$ cat src/rtl/vend_if.sv
// vend_if -- customer/mechanism signals of the vending controller.
//   Inputs to the controller: rupee_one, rupee_two, sel_valid, sel_item,
//     cancel, disp_done, change_ack.
//   Outputs from the controller: dispense_req, item_out, change_req,
//     credit, coin_reject, sel_short, fault, state.
//   master: the environment (coin acceptor, keypad, dispenser, hopper).
//   slave : the controller.
interface vend_if;
    logic       rupee_one;
    logic       rupee_two;
    logic       sel_valid;
    logic [1:0] sel_item;
    logic       cancel;
    logic       disp_done;
    logic       change_ack;
    logic       dispense_req;
    logic [1:0] item_out;
    logic       change_req;
    logic [3:0] credit;
    logic       coin_reject;
    logic       sel_short;
    logic       fault;
    logic [2:0] state;

    modport master (
        output rupee_one, rupee_two, sel_valid, sel_item, cancel, disp_done, change_ack,
        input  dispense_req, item_out, change_req, credit, coin_reject, sel_short, fault, state
    );

    modport slave (
        input  rupee_one, rupee_two, sel_valid, sel_item, cancel, disp_done, change_ack,
        output dispense_req, item_out, change_req, credit, coin_reject, sel_short, fault, state
    );
endinterface

$ cat src/rtl/vend_controller.sv
// vend_controller -- four-item vending machine controller.
//   clk   : single clock, rising edge.
//   reset : synchronous, active-high.
//   bus   : vend_if.slave (coin/selection/cancel strobes in; dispense,
//           change, credit and status out). All outputs are registered.
//
//   state  | meaning
//   IDLE   | no credit, accepting coins
//   CREDIT | credit > 0, accepting coins / selection / cancel
//   VEND   | dispense_req held, waiting for disp_done or timeout
//   CHANGE | returning credit one rupee per acknowledged change_req
module vend_controller #(
    parameter int PRICE0       = 5,
    parameter int PRICE1       = 3,
    parameter int PRICE2       = 4,
    parameter int PRICE3       = 7,
    parameter int MAX_CREDIT   = 9,
    parameter int DISP_TIMEOUT = 16
) (
    input  logic  clk,
    input  logic  reset,
    vend_if.slave bus
);
    typedef enum logic [2:0] {
        S_IDLE   = 3'b000,
        S_CREDIT = 3'b001,
        S_VEND   = 3'b010,
        S_CHANGE = 3'b011
    } state_t;

    localparam logic [4:0] MAX_C    = 5'(MAX_CREDIT);
    localparam logic [7:0] CNT_LAST = 8'(DISP_TIMEOUT - 1);

    state_t     state_q, state_d;
    logic [3:0] credit_q, credit_d;
    logic [1:0] item_q, item_d;
    logic [7:0] cnt_q, cnt_d;
    logic       dreq_q, dreq_d;
    logic       creq_q, creq_d;
    logic       rej_q, rej_d;
    logic       short_q, short_d;
    logic       fault_q, fault_d;
    logic [4:0] acc;
    logic [3:0] sel_price;
    logic       coin_any;

    function automatic logic [3:0] price_of(input logic [1:0] idx);
        case (idx)
            2'd0:    price_of = 4'(PRICE0);
            2'd1:    price_of = 4'(PRICE1);
            2'd2:    price_of = 4'(PRICE2);
            default: price_of = 4'(PRICE3);
        endcase
    endfunction

    always_ff @(posedge clk) begin
        if (reset) begin
            state_q  <= S_IDLE;
            credit_q <= '0;
            item_q   <= '0;
            cnt_q    <= '0;
            dreq_q   <= 1'b0;
            creq_q   <= 1'b0;
            rej_q    <= 1'b0;
            short_q  <= 1'b0;
            fault_q  <= 1'b0;
        end else begin
            state_q  <= state_d;
            credit_q <= credit_d;
            item_q   <= item_d;
            cnt_q    <= cnt_d;
            dreq_q   <= dreq_d;
            creq_q   <= creq_d;
            rej_q    <= rej_d;
            short_q  <= short_d;
            fault_q  <= fault_d;
        end
    end

    always_comb begin
        state_d   = state_q;
        credit_d  = credit_q;
        item_d    = item_q;
        cnt_d     = cnt_q;
        rej_d     = 1'b0;
        short_d   = 1'b0;
        fault_d   = 1'b0;
        acc       = {1'b0, credit_q};
        coin_any  = bus.rupee_one | bus.rupee_two;
        sel_price = price_of(bus.sel_item);

        case (state_q)
            S_IDLE, S_CREDIT: begin
                // cancel with nothing to refund is a no-op; lower priorities still apply
                if (bus.cancel && state_q == S_CREDIT) begin
                    state_d = S_CHANGE;
                    rej_d   = coin_any;
                end else if (bus.sel_valid) begin
                    rej_d = coin_any;
                    if (credit_q >= sel_price) begin
                        credit_d = credit_q - sel_price;
                        item_d   = bus.sel_item;
                        cnt_d    = '0;
                        state_d  = S_VEND;
                    end else begin
                        short_d = 1'b1;
                    end
                end else begin
                    // rupee_two is taken first; a simultaneous rupee_one is always refused
                    if (bus.rupee_two) begin
                        if (acc + 5'd2 <= MAX_C) acc = acc + 5'd2;
                        else                     rej_d = 1'b1;
                    end
                    if (bus.rupee_one) begin
                        if (bus.rupee_two || (acc + 5'd1 > MAX_C)) rej_d = 1'b1;
                        else                                       acc   = acc + 5'd1;
                    end
                    credit_d = acc[3:0];
                    state_d  = (acc == 5'd0) ? S_IDLE : S_CREDIT;
                end
            end
            S_VEND: begin
                rej_d = coin_any;
                if (bus.disp_done) begin
                    state_d = (credit_q != 4'd0) ? S_CHANGE : S_IDLE;
                end else if (cnt_q == CNT_LAST) begin
                    // refund the undelivered item and hand everything back
                    fault_d  = 1'b1;
                    credit_d = credit_q + price_of(item_q);
                    state_d  = S_CHANGE;
                end else begin
                    cnt_d = cnt_q + 8'd1;
                end
            end
            S_CHANGE: begin
                rej_d = coin_any;
                if (credit_q == 4'd0) begin
                    state_d = S_IDLE;
                end else if (creq_q && bus.change_ack) begin
                    credit_d = credit_q - 4'd1;
                    if (credit_q == 4'd1) state_d = S_IDLE;
                end
            end
            default: state_d = S_IDLE;
        endcase

        dreq_d = (state_d == S_VEND);
        creq_d = (state_d == S_CHANGE) && (credit_d != 4'd0);
    end

    assign bus.dispense_req = dreq_q;
    assign bus.item_out     = item_q;
    assign bus.change_req   = creq_q;
    assign bus.credit       = credit_q;
    assign bus.coin_reject  = rej_q;
    assign bus.sel_short    = short_q;
    assign bus.fault        = fault_q;
    assign bus.state        = state_q;
endmodule

$ cat src/flat_wrapper.sv
// flat-port wrapper written by rule: the top's interface ports become plain ports
module vend_controller_flat 
#(
    parameter int PRICE0       = 5,
    parameter int PRICE1       = 3,
    parameter int PRICE2       = 4,
    parameter int PRICE3       = 7,
    parameter int MAX_CREDIT   = 9,
    parameter int DISP_TIMEOUT = 16
)
  (clk, reset, bus_rupee_one, bus_rupee_two, bus_sel_valid, bus_sel_item, bus_cancel, bus_disp_done, bus_change_ack, bus_dispense_req, bus_item_out, bus_change_req, bus_credit, bus_coin_reject, bus_sel_short, bus_fault, bus_state);
  vend_if bus_i ();
  input  logic clk;
  input  logic reset;
  input wire logic [$bits(bus_i.rupee_one)-1:0] bus_rupee_one;
  input wire logic [$bits(bus_i.rupee_two)-1:0] bus_rupee_two;
  input wire logic [$bits(bus_i.sel_valid)-1:0] bus_sel_valid;
  input wire logic [$bits(bus_i.sel_item)-1:0] bus_sel_item;
  input wire logic [$bits(bus_i.cancel)-1:0] bus_cancel;
  input wire logic [$bits(bus_i.disp_done)-1:0] bus_disp_done;
  input wire logic [$bits(bus_i.change_ack)-1:0] bus_change_ack;
  output wire logic [$bits(bus_i.dispense_req)-1:0] bus_dispense_req;
  output wire logic [$bits(bus_i.item_out)-1:0] bus_item_out;
  output wire logic [$bits(bus_i.change_req)-1:0] bus_change_req;
  output wire logic [$bits(bus_i.credit)-1:0] bus_credit;
  output wire logic [$bits(bus_i.coin_reject)-1:0] bus_coin_reject;
  output wire logic [$bits(bus_i.sel_short)-1:0] bus_sel_short;
  output wire logic [$bits(bus_i.fault)-1:0] bus_fault;
  output wire logic [$bits(bus_i.state)-1:0] bus_state;
  assign bus_i.rupee_one = bus_rupee_one;
  assign bus_i.rupee_two = bus_rupee_two;
  assign bus_i.sel_valid = bus_sel_valid;
  assign bus_i.sel_item = bus_sel_item;
  assign bus_i.cancel = bus_cancel;
  assign bus_i.disp_done = bus_disp_done;
  assign bus_i.change_ack = bus_change_ack;
  assign bus_dispense_req = bus_i.dispense_req;
  assign bus_item_out = bus_i.item_out;
  assign bus_change_req = bus_i.change_req;
  assign bus_credit = bus_i.credit;
  assign bus_coin_reject = bus_i.coin_reject;
  assign bus_sel_short = bus_i.sel_short;
  assign bus_fault = bus_i.fault;
  assign bus_state = bus_i.state;
  vend_controller #(.PRICE0(PRICE0), .PRICE1(PRICE1), .PRICE2(PRICE2), .PRICE3(PRICE3), .MAX_CREDIT(MAX_CREDIT), .DISP_TIMEOUT(DISP_TIMEOUT)) u_core (.clk(clk), .reset(reset), .bus(bus_i));
endmodule
$ cat config.mk
export PLATFORM = sky130hd
export DESIGN_NAME = vend_controller_flat
export DESIGN_NICKNAME = d
export VERILOG_FILES = /design/src/rtl/vend_if.sv /design/src/rtl/vend_controller.sv /design/src/flat_wrapper.sv
export SDC_FILE = /design/constraint.sdc
export NUM_CORES = 1
export LEC_CHECK = 0
export ABC_AREA = 1
export ABC_CLOCK_PERIOD_IN_PS = 3550
export CORE_MARGIN = 2
export CORE_UTILIZATION = 30
export DETAILED_ROUTE_END_ITERATION = 10
export SLEW_MARGIN = 10
export SYNTH_ARGS = -nofsm -noshare
export SYNTH_HDL_FRONTEND = slang
export SYNTH_SLANG_ARGS = --single-unit
$ cat constraint.sdc
create_clock -name clk -period 3.55 [get_ports clk]
set_clock_uncertainty 0.05 [all_clocks]
set_input_delay 0.71 -clock clk [delete_from_list [all_inputs] [get_ports clk]]
set_output_delay 0.71 -clock clk [all_outputs]
set_load 0.01 [all_outputs]
-- Word level (Yosys, flattened, before mapping)
Index checks and enable logic that the tools add are counted.
- flip-flop bits (word level): 22
- output and inout port bits: 14
- bits of input ports: 10
- $lt $le $gt $ge: 3
- add/sub/neg operators: 6
- reductions and logical operators: 18
- bitwise operators: 5
- muxes and demuxes: 49
- eq/ne operators: 16
- operators by type and width (operator ; number):
    $mux 5 ; 10
    $mux 4 ; 10
    $mux 8 ; 5
    $pmux 3 s3 ; 3
    $mux 3 ; 8
    $pmux 8 s2 ; 1
    $eq 3x2->1 const B ; 4
    $pmux 4 s3 ; 1
    $mux 1 ; 9
    $add 8x1->8 const B ; 1
    $eq 8x4->1 const B ; 1
    $ne 2x2->1 const B ; 4
    $reduce_bool 4->1 ; 2
    $reduce_and 6->1 ; 1
    $add 4x2->5 const B ; 1
    $add 5x1->5 const B ; 1
    $gt 5x4->1 const B ; 1
    $le 5x4->1 const B ; 1
    $logic_not 5->1 ; 1
    $add 4x4->4 ; 1
    $eq 2x1->1 const B ; 2
    $eq 2x2->1 const B ; 2
    $eq 4x1->1 const B ; 1
    $ge 4x3->1 ; 1
    other kinds (18) ; 25

-- Longest topological paths before layout
Gate-level depths: netlist (run 1).
- word-level depth: 22
- depth in mapped cells: 23

-- Worst setup path after synthesis (run 1)
No wires, ideal clock.
- path kind: register to register
- start: reg u_core.credit_q[1], in the netlist u_core.bus.credit[1]
- end: reg u_core.creq_q, in the netlist u_core.bus.change_req
- path slack: 0.484 ns
- arrival: 2.901 ns
- data required time: 3.385 ns
- stages on the path, launching flop included: 24
- path through: dfxtp_1 -> inv_1 -> ha_1 -> inv_1 -> nand2_1 -> nand3_4 -> nand3_4 -> nand2_2 -> nand2_2 -> ha_1 -> nor2_1 -> nor2_1 -> inv_1 -> nand3_2 -> inv_1 -> nand2_4 -> nand3_2 -> nand3_1 -> nand2_1 -> nand2_1 -> nand2_1 -> nand2_1 -> nor2_2 -> a21oi_2
- word-level cells in the longest chain between the ends: 22
- elaborated cells between the ends (all ways): 44
- classes of those cells: 5 x add/sub; 3 x order compare; 2 x eq/ne; 28 x mux; 6 x reduce/logical
- RTL lines (item ; RTL line ; text):
    start, declared ; vend_controller.sv:35 ; logic [3:0] credit_q, credit_d;
    start signal, assigned ; vend_controller.sv:69 ; credit_q <= credit_d;
    $add 4x2->5 ; vend_controller.sv:111 ; if (acc + 5'd2 <= MAX_C) acc = acc + 5'd2;
    $le 5x4->1 ; vend_controller.sv:111 ;
    $mux 5 ; vend_controller.sv:111 ;
    $mux 5 ; vend_controller.sv:110 ; if (bus.rupee_two) begin
    $mux 5 ; vend_controller.sv:98 ; end else if (bus.sel_valid) begin
    $mux 5 ; vend_controller.sv:95 ; if (bus.cancel && state_q == S_CREDIT) begin
    $mux 5 ; vend_controller.sv:92 ; case (state_q)
    $add 5x1->5 ; vend_controller.sv:115, vend_controller.sv:116 ;
    [6 not listed] ; -- ;
    $mux 5 ; vend_controller.sv:92 ;
    $logic_not 5->1 ; vend_controller.sv:119 ; state_d = (acc == 5'd0) ? S_IDLE : S_CREDIT;
    $mux 1 ; vend_controller.sv:119 ;
    $mux 3 ; vend_controller.sv:98 ;
    $mux 3 ; vend_controller.sv:95 ;
    $pmux 3 s3 ; vend_controller.sv:92 ;
    $eq 3x2->1 ; vend_controller.sv:148 ; creq_d = (state_d == S_CHANGE) && (credit_d != 4'd0);
    $logic_and 1x1->1 * ; vend_controller.sv:148 ;
    end signal, assigned ; vend_controller.sv:73 ; creq_q <= creq_d;
    end, declared ; vend_controller.sv:39 ; logic creq_q, creq_d;
Every way passes the cells marked *; elsewhere a longest branch is shown, timed or not. The select of a mux whose other input is x is not followed.
A chain may end at the register's enable or synchronous reset.

-- Final worst setup path (run 1)
- start: in bus_sel_item[0]
- end: reg u_core.cnt_q[7]
- word-level cells in the longest chain between the ends: 5
- elaborated cells between the ends (all ways): 7
- classes of those cells: 1 x order compare; 3 x eq/ne; 1 x mux; 2 x reduce/logical
- RTL lines (item ; RTL line ; text):
    start, declared ; flat_wrapper.sv:18 ; input wire logic [$bits(bus_i.sel_item)-1:0] bus_sel_item;
    $eq 2x2->1, or another cell as far along ; vend_controller.sv:48 ; case (idx)
    $pmux 3 s3 * ; vend_controller.sv:48 ;
    $ge 4x3->1 * ; vend_controller.sv:100 ; if (credit_q >= sel_price) begin
    $ne 2x1->1 (no source line) * ; -- ;
    $reduce_and 6->1 (no source line) * ; -- ;
    end signal, assigned ; vend_controller.sv:71 ; cnt_q <= cnt_d;
    end, declared ; vend_controller.sv:37 ; logic [7:0] cnt_q, cnt_d;
Every way passes the cells marked *; elsewhere a longest branch is shown, timed or not.

==> results.cfg, run 1 <==
[outcome]
status = finished clean

[power_and_ir_drop]
internal-power_mw = 0.519
pwr-share-seq = 0.343
power.clock.fraction = 0.301
combinationalPowerShare = 0.356
switching_share_of_power = 0.347
p_leak_nw = 1.09
cellPowerDensity_nw_per_um2 = 316
switching_component_of_the_power_mw = 0.276
vdd.ir_drop.worst_mv = 0.144

[floorplanning]
core_area_um2 = 6760
core.rowCount = 30
die_width_um = 87.2
boundaryPins = 24
height_of_the_die_um = 87.2
floorplan.initialDensity = 0.307
die-area_um2 = 7600

[yosys]
netlist_instances = 306
synth-edff-count = 0
yosys_warnings = 0
synth_ff_type = sky130_fd_sc_hd__dfxtp_1
synth.yosys.seq_area_share = 0.212
synthArstFlopShare = 0
ys_types = 40
avgSynthCellArea_um2 = 6.78
synth-seq-cells = 22
synth.net_count = 335
synthesized_area_um2 = 2070

[timing]
timing_max_transition_violations_final = 0
post-route-period-util = 0.894
finalCriticalPeriod_ps = 3170
slew_headroom = 0.651
timing.final.hold_violations = 0
rsz0062_at_grt = no
worstMarginPinSlew_ps = 521
fin_tns_setup_ps = 0
clock.fmax_mhz = 315
setup_violations = 0

[layout]
post_route_cell_area_um2 = 2510
mostFrequentLayoutCell = sky130_fd_sc_hd__nand2_1
diodes = 0
finalNetCount = 367
most-common-layout-cells = 60 x sky130_fd_sc_hd__nand2_1, 39 x sky130_fd_sc_hd__inv_1, 34 x sky130_fd_sc_hd__nor2_1
layout-area-overhead-vs-synth_pct = 21.2
drive_above_1_share = 0.145

[placement]
place_area_um2 = 2440
port_buffers = 23
post_detailed_placement_half_perimeter_wirelength_mm = 4.22
place.gp.congestion = 0.885

[critical_path]
timing.critical_path.slowest_stage_cell = sky130_fd_sc_hd__clkdlybuf4s50_1
worst_path_bufs_invs = 3
timing.rr.end = u_core.bus.change_req$_SDFF_PP0_
cell_mode_on_critical_path = sky130_fd_sc_hd__nor2_1
worst-r2r-cell-count = 23
critical_path.endpoint = u_core.cnt_q[7]$_SDFFE_PP0P_
data_required_time_of_the_worst_path_ps = 3640
critical_path.max_fanout = 6
endpoint_kind = flop
startpoint_type = primary input
timing.critical_path.from = bus_sel_item[0]
cpPeakStageDelay_ps = 480
path_delay_family = simple AND/OR/NAND/NOR gates
worst-r2r-setup-slack_ps = 490
worstPathCellList = clkdlybuf4s50_1 -> inv_1 -> nand2_1 -> ha_1 -> inv_1 -> fa_1 -> nand2_1 -> nand3_1 -> a31oi_1 -> nor2_1 -> o211ai_1 -> nor2_2 -> nand4_1 -> nor2_1 -> nand3_1 -> nor2_1 -> nor2_1 -> nor3_2
critical_path_cell_count = 18
worst-setup-path-type = primary input to flop
worstPathArrival_ps = 3270
r2r-start = u_core.bus.credit[1]$_SDFF_PP0_

[clock_network]
cts.root.buffer_cell = sky130_fd_sc_hd__clkbuf_8
cts_inserted_buffers = 3
cts.path.max_buffers = 2
tritoncts_num_sinks = 22
postCtsSetupBuffers = 0
post_cts.resized_instances = 0
htreeDepth = 1
worst_setup_hold_path_clk_slew_ps = 90
post_cts_hold_buffer_count = 0
clock_tree_from_tritoncts = yes
clk_latency_ps = 260

[global_routing]
grt_antenna_before_repair = 0
wire_length_of_the_first_global_routing_pass_mm = 8.78
gr-total-overflow = 0
gr-usage-all-layers = 0.145
via_count_of_the_first_global_routing_pass = 1887
grt_max_degree = 14

[drt]
routed-via-count = 2043
routed-wl-met3_um = 268
route.final.wire_length_mm = 5.31
firstDrtPassIters = 4
dr.max_layer_used = met4
drtIter0Drc = 168
viasPerCell = 4.90
routedWlPerCell_um = 12.7
detailroute.wirelength.met2_mm = 2.37
drc = 0
wirelength_met1_mm = 2.64
antenna_left = 0

[run]
maxCapViolCount = 0

[min_path]
holdCritPathClass = flop to flop
[cell type report]
type	instances	area [µm²]
fillers	725	4240
well taps	80	100
repair buffers	30	283
clock buffers	3	41.3
inverters	44	165
flip-flops and latches	22	440
clock inverters	1	30.0
multi-input cells	237	1460
[routing by layer]
metal  track usage  vias to the layer above
met3        0.0218                        2
met4        0.0294                        0
met1         0.207                      914
met5             0                        -
met2         0.232                       54
li1              -                     1073
[power by group through the flow]
| stage | combinational [mW] | clock [mW] | sequential [mW] |
|---|---|---|---|
| 3_5_place_dp | 0.283 | 0 | 0.278 |
| 3_3_place_gp | 0.280 | 0 | 0.278 |
| 4_1_cts | 0.283 | 0.247 | 0.273 |
| 5_1_grt | 0.317 | 0.254 | 0.274 |
| 6_report | 0.283 | 0.239 | 0.273 |
| 2_1_floorplan | 0.189 | 0 | 0.282 |
[state kept, by name, indices dropped and copies added (netlist names)]
| signal | count |
|---|---|
| u_core.cnt_q | 8 |
| u_core.bus.credit | 4 |
| u_core.bus.state | 3 |
| u_core.bus.item_out | 2 |
| u_core.bus.change_req | 1 |
| u_core.bus.coin_reject | 1 |
| u_core.bus.dispense_req | 1 |
| u_core.bus.fault | 1 |
| u_core.bus.sel_short | 1 |
[cells in the mapped netlist, types with 2 or more instances]
| cell type | instances | area share |
|---|---|---|
| sky130_fd_sc_hd__nand3_1 | 20 | 0.048 |
| sky130_fd_sc_hd__ha_1 | 17 | 0.10 |
| sky130_fd_sc_hd__nand4_1 | 8 | 0.024 |
| sky130_fd_sc_hd__nand2_4 | 3 | 0.016 |
| sky130_fd_sc_hd__dfxtp_1 | 22 | 0.21 |
| sky130_fd_sc_hd__a311oi_1 | 2 | 0.0084 |
| sky130_fd_sc_hd__xor2_1 | 3 | 0.013 |
| sky130_fd_sc_hd__a21oi_1 | 17 | 0.041 |
| sky130_fd_sc_hd__nor2_2 | 3 | 0.0090 |
| sky130_fd_sc_hd__o21ai_2 | 2 | 0.0084 |
| sky130_fd_sc_hd__buf_2 | 2 | 0.0048 |
| sky130_fd_sc_hd__a31oi_1 | 5 | 0.015 |
| sky130_fd_sc_hd__clkinv_1 | 2 | 0.0036 |
| sky130_fd_sc_hd__nor3_1 | 4 | 0.0097 |
| sky130_fd_sc_hd__nand2_2 | 9 | 0.027 |
| sky130_fd_sc_hd__nand2_1 | 60 | 0.11 |
| sky130_fd_sc_hd__o21ai_0 | 17 | 0.041 |
| sky130_fd_sc_hd__nand3_4 | 3 | 0.025 |
| sky130_fd_sc_hd__nor2_1 | 34 | 0.062 |
| sky130_fd_sc_hd__inv_2 | 3 | 0.0054 |
| sky130_fd_sc_hd__nor2_4 | 2 | 0.011 |
| sky130_fd_sc_hd__o211ai_1 | 2 | 0.0072 |
| sky130_fd_sc_hd__inv_1 | 39 | 0.071 |
| sky130_fd_sc_hd__a21o_1 | 2 | 0.0072 |
| sky130_fd_sc_hd__fa_1 | 2 | 0.019 |
| sky130_fd_sc_hd__nor3b_1 | 2 | 0.0072 |
| sky130_fd_sc_hd__nand3_2 | 8 | 0.039 |
[worst min-delay path, stage by stage (launching register included)]
cell,delay [ps]
sky130_fd_sc_hd__dfxtp_1,330
sky130_fd_sc_hd__nand2_1,60
sky130_fd_sc_hd__a21oi_1,60
[stage by stage]
| stage | setup WS [ps] | power [mW] | hold WS, ps | cells | utilization |
|---|---|---|---|---|---|
| 4_1_cts | 382 | 0.804 | 449 | 417 | 0.372 |
| 6_report | 377 | 0.795 | 443 | 417 | 0.372 |
| 5_1_grt | 89.0 | 0.845 | 492 | 417 | 0.372 |
| 2_1_floorplan | 484 | 0.471 | 412 | 306 | - |
| 3_3_place_gp | 174 | 0.559 | 435 | 413 | 0.362 |
| 3_5_place_dp | 84.4 | 0.561 | 436 | 413 | 0.362 |
[logic make-up (layout without fill, tap and decap cells)]
family | count (synthesis) | count (layout) | share of synthesized area
fa+ha+maj | 19 | 19 | 0.122
compound gates | 52 | 52 | 0.148
flops | 22 | 22 | 0.212
other cells | 1 | 1 | 0.00181
xor+xnor | 4 | 4 | 0.0169
buf+inv | 47 | 78 | 0.0862
simple gates | 161 | 161 | 0.413
[worst min path at each step]
stage | from | cells past startpoint | endpoint | slack, ps
4_1_cts | u_core.cnt_q[1]$_SDFFE_PP0P_ | 2 | u_core.cnt_q[1]$_SDFFE_PP0P_ | 450
3_3_place_gp | u_core.cnt_q[7]$_SDFFE_PP0P_ | 2 | u_core.cnt_q[7]$_SDFFE_PP0P_ | 430
2_1_floorplan | u_core.cnt_q[1]$_SDFFE_PP0P_ | 2 | u_core.cnt_q[1]$_SDFFE_PP0P_ | 410
5_1_grt | u_core.cnt_q[1]$_SDFFE_PP0P_ | 2 | u_core.cnt_q[1]$_SDFFE_PP0P_ | 490
6_report | u_core.cnt_q[1]$_SDFFE_PP0P_ | 2 | u_core.cnt_q[1]$_SDFFE_PP0P_ | 440
3_5_place_dp | u_core.cnt_q[1]$_SDFFE_PP0P_ | 2 | u_core.cnt_q[1]$_SDFFE_PP0P_ | 440
No activity file was read; power rests on OpenSTA's default activity.
==> run 2: changes to the inputs <==
--- a/config.mk
+++ b/config.mk
@@ -7,9 +7,13 @@
 export LEC_CHECK = 0
 export ABC_AREA = 1
 export ABC_CLOCK_PERIOD_IN_PS = 3550
+export CELL_PAD_IN_SITES_DETAIL_PLACEMENT = 1
+export CELL_PAD_IN_SITES_GLOBAL_PLACEMENT = 2
 export CORE_MARGIN = 2
 export CORE_UTILIZATION = 30
 export DETAILED_ROUTE_END_ITERATION = 10
+export PLACE_DENSITY_LB_ADDON = 0.1
+export SKIP_LAST_GASP = 1
 export SLEW_MARGIN = 10
 export SYNTH_ARGS = -nofsm -noshare
 export SYNTH_HDL_FRONTEND = slang
==> run 2 against run 1 <==
Net effect: sequential share of layout area decreased by 0.19 points; critical path depth is 2 higher; via count rose by 0.83%; power rose by 2.0%; non-clock buffer count rose by 2; register-to-register slack gained 30 ps; count of clock-buffer cells in the layout unchanged; wire length increased by 20%; final area rose by 1.1%; combinational power is 5% higher; largest cell class unchanged; largest power group unchanged.
==> results.cfg, run 2 (synthesized netlist as in run 1, its figures left out) <==
[min_path]
worstHoldPathCells = 2
holdPathEnd = u_core.cnt_q[1]$_SDFFE_PP0P_
holdCritPathClass = flop to flop
hold_start = u_core.cnt_q[1]$_SDFFE_PP0P_

[run]
maxCapViolCount = 0

[critical_path]
timing.critical_path.from = bus_sel_item[0]
worst-setup-path-type = primary input to flop
data_required_time_of_the_worst_path_ps = 3650
startpoint_type = primary input
timing.rr.end = u_core.bus.change_req$_SDFF_PP0_
r2r-start = u_core.bus.credit[1]$_SDFF_PP0_
worst-r2r-setup-slack_ps = 520
endpoint_kind = flop
critical_path.max_fanout = 5
worst-r2r-cell-count = 23
worstPathArrival_ps = 3340

[clock_network]
htreeDepth = 1
cts.root.buffer_cell = sky130_fd_sc_hd__clkbuf_8
tritoncts_num_sinks = 22
worst_setup_hold_path_clk_slew_ps = 80
post_cts_hold_buffer_count = 0
clock_tree_from_tritoncts = yes
cts_inserted_buffers = 3
cts.path.max_buffers = 2
clk_latency_ps = 270

[placement]
port_buffers = 23
dp_cells = 414
place.gp.congestion = 0.796
post_detailed_placement_half_perimeter_wirelength_mm = 5.15

[power_and_ir_drop]
power.total_mw = 0.811
p_leak_nw = 1.10
vdd.ir_drop.worst_mv = 0.142
cellPowerDensity_nw_per_um2 = 319

[floorplanning]
core.rowCount = 30
core_area_um2 = 6760
height_of_the_die_um = 87.2
boundaryPins = 24
die_width_um = 87.2
floorplan.initialDensity = 0.307
die-area_um2 = 7600

[layout]
layout-area-overhead-vs-synth_pct = 22.6
largest_register_ffs = 8
finalNetCount = 369
fillers = 875
regMostFlops = u_core.cnt_q
finish.cell_count_without_fillers = 419
most-common-layout-cells = 60 x sky130_fd_sc_hd__nand2_1, 39 x sky130_fd_sc_hd__inv_1, 33 x sky130_fd_sc_hd__nor2_1
drive_above_1_share = 0.159
mostFrequentLayoutCell = sky130_fd_sc_hd__nand2_1
multi_input_comb_area_um2 = 1470
regArea_um2 = 440
diodes = 0

[global_routing]
wire_length_of_the_first_global_routing_pass_mm = 10.8
grt_max_degree = 14
via_count_of_the_first_global_routing_pass = 2159
grt_antenna_before_repair = 0
gr-total-overflow = 0
gr-usage-all-layers = 0.181

[timing]
worstMarginPinSlew_ps = 509
post-route-period-util = 0.912
fin_hold_ws_ps = 444
finalCriticalPeriod_ps = 3240
setup_violations = 0
slew_headroom = 0.659
timing_max_transition_violations_final = 0
timing.final.hold_violations = 0
rsz0062_at_grt = no
clock.fmax_mhz = 309

[drt]
drtIter0Drc = 65
routedWlPerCell_um = 15.2
antenna_left = 0
routed-via-count = 2060
drc = 0
firstDrtPassIters = 4
viasPerCell = 4.92
route.final.wire_length_mm = 6.35

[outcome]
status = finished clean
==> run 2: cell count changes in the layout (fill, tap and decap cells not counted), sizes merged <==
cell and change:
buf +2
==> run 2: worst max path at each step <==
stage	slack [ps]	endpoint	cells after the start
2_1_floorplan	480	u_core.bus.change_req$_SDFF_PP0_	23
3_3_place_gp	120	u_core.cnt_q[7]$_SDFFE_PP0P_	19
3_5_place_dp	-50	u_core.cnt_q[7]$_SDFFE_PP0P_	18
4_1_cts	240	u_core.cnt_q[7]$_SDFFE_PP0P_	18
5_1_grt	30	u_core.cnt_q[6]$_SDFFE_PP0P_	20
6_report	310	u_core.cnt_q[6]$_SDFFE_PP0P_	20
==> run 2: area by class of cell <==
| class | instances | area share |
|---|---|---|
| clock inverters | 1 | 0.0118 |
| clock buffers | 3 | 0.0162 |
| well taps | 80 | 0.0394 |
| flip-flops and latches | 22 | 0.173 |
| multi-input cells | 237 | 0.577 |
| repair buffers | 32 | 0.117 |
| inverters | 44 | 0.0650 |
==> run 2: worst max-delay path, stage by stage <==
cell and delay, ps:
sky130_fd_sc_hd__clkdlybuf4s50_1 420, sky130_fd_sc_hd__inv_1 130, sky130_fd_sc_hd__nand2_1 80, sky130_fd_sc_hd__ha_1 190
sky130_fd_sc_hd__inv_1 70, sky130_fd_sc_hd__fa_1 200, sky130_fd_sc_hd__nand2_1 70, sky130_fd_sc_hd__nand3_1 70
sky130_fd_sc_hd__a31oi_1 40, sky130_fd_sc_hd__buf_4 160, sky130_fd_sc_hd__nor2_1 90, sky130_fd_sc_hd__o211ai_1 150
sky130_fd_sc_hd__nor2_2 230, sky130_fd_sc_hd__inv_1 120, sky130_fd_sc_hd__nor2_1 100, sky130_fd_sc_hd__inv_1 70
sky130_fd_sc_hd__nor3_1 210, sky130_fd_sc_hd__nand3_1 110, sky130_fd_sc_hd__nand2_1 70, sky130_fd_sc_hd__nor2_1 30
==> run 2: stage by stage <==
step | utilization | TNS (ps) | cell area, µm² | setup WS, ps
global placement | 0.363 | 0 | 2450 | 120
global route | 0.376 | 0 | 2540 | 32.2
CTS | 0.373 | 0 | 2520 | 245
floorplan | - | 0 | 2070 | 484
finish | 0.376 | 0 | 2540 | 311
detailed placement | 0.363 | -55.0 | 2450 | -51.1
==> run 2: power by group <==
group | internal (mW) | leakage, nW | total [mW] | switching (mW)
clock | 0.151 | 0.0357 | 0.241 | 0.0905
combinational | 0.114 | 0.882 | 0.297 | 0.183
sequential | 0.258 | 0.179 | 0.273 | 0.0154
total | 0.523 | 1.10 | 0.811 | 0.289
==> run 2: routing by layer <==
metal,routed length [µm],vias to the layer above,share of wire,GRT usage
li1,-,1076,-,-
met1,3060,962,0.48,0.239
met2,3150,17,0.50,0.321
met3,81,5,0.013,0.0152
met4,59,0,0.0093,0.0406
met5,0,-,0,0
==> run 2: repair_timing <==
action | CTS | global route
buffers inserted | 0 | 1
gates resized for setup | 0 | 3
setup endpoints to repair | 0 | 2
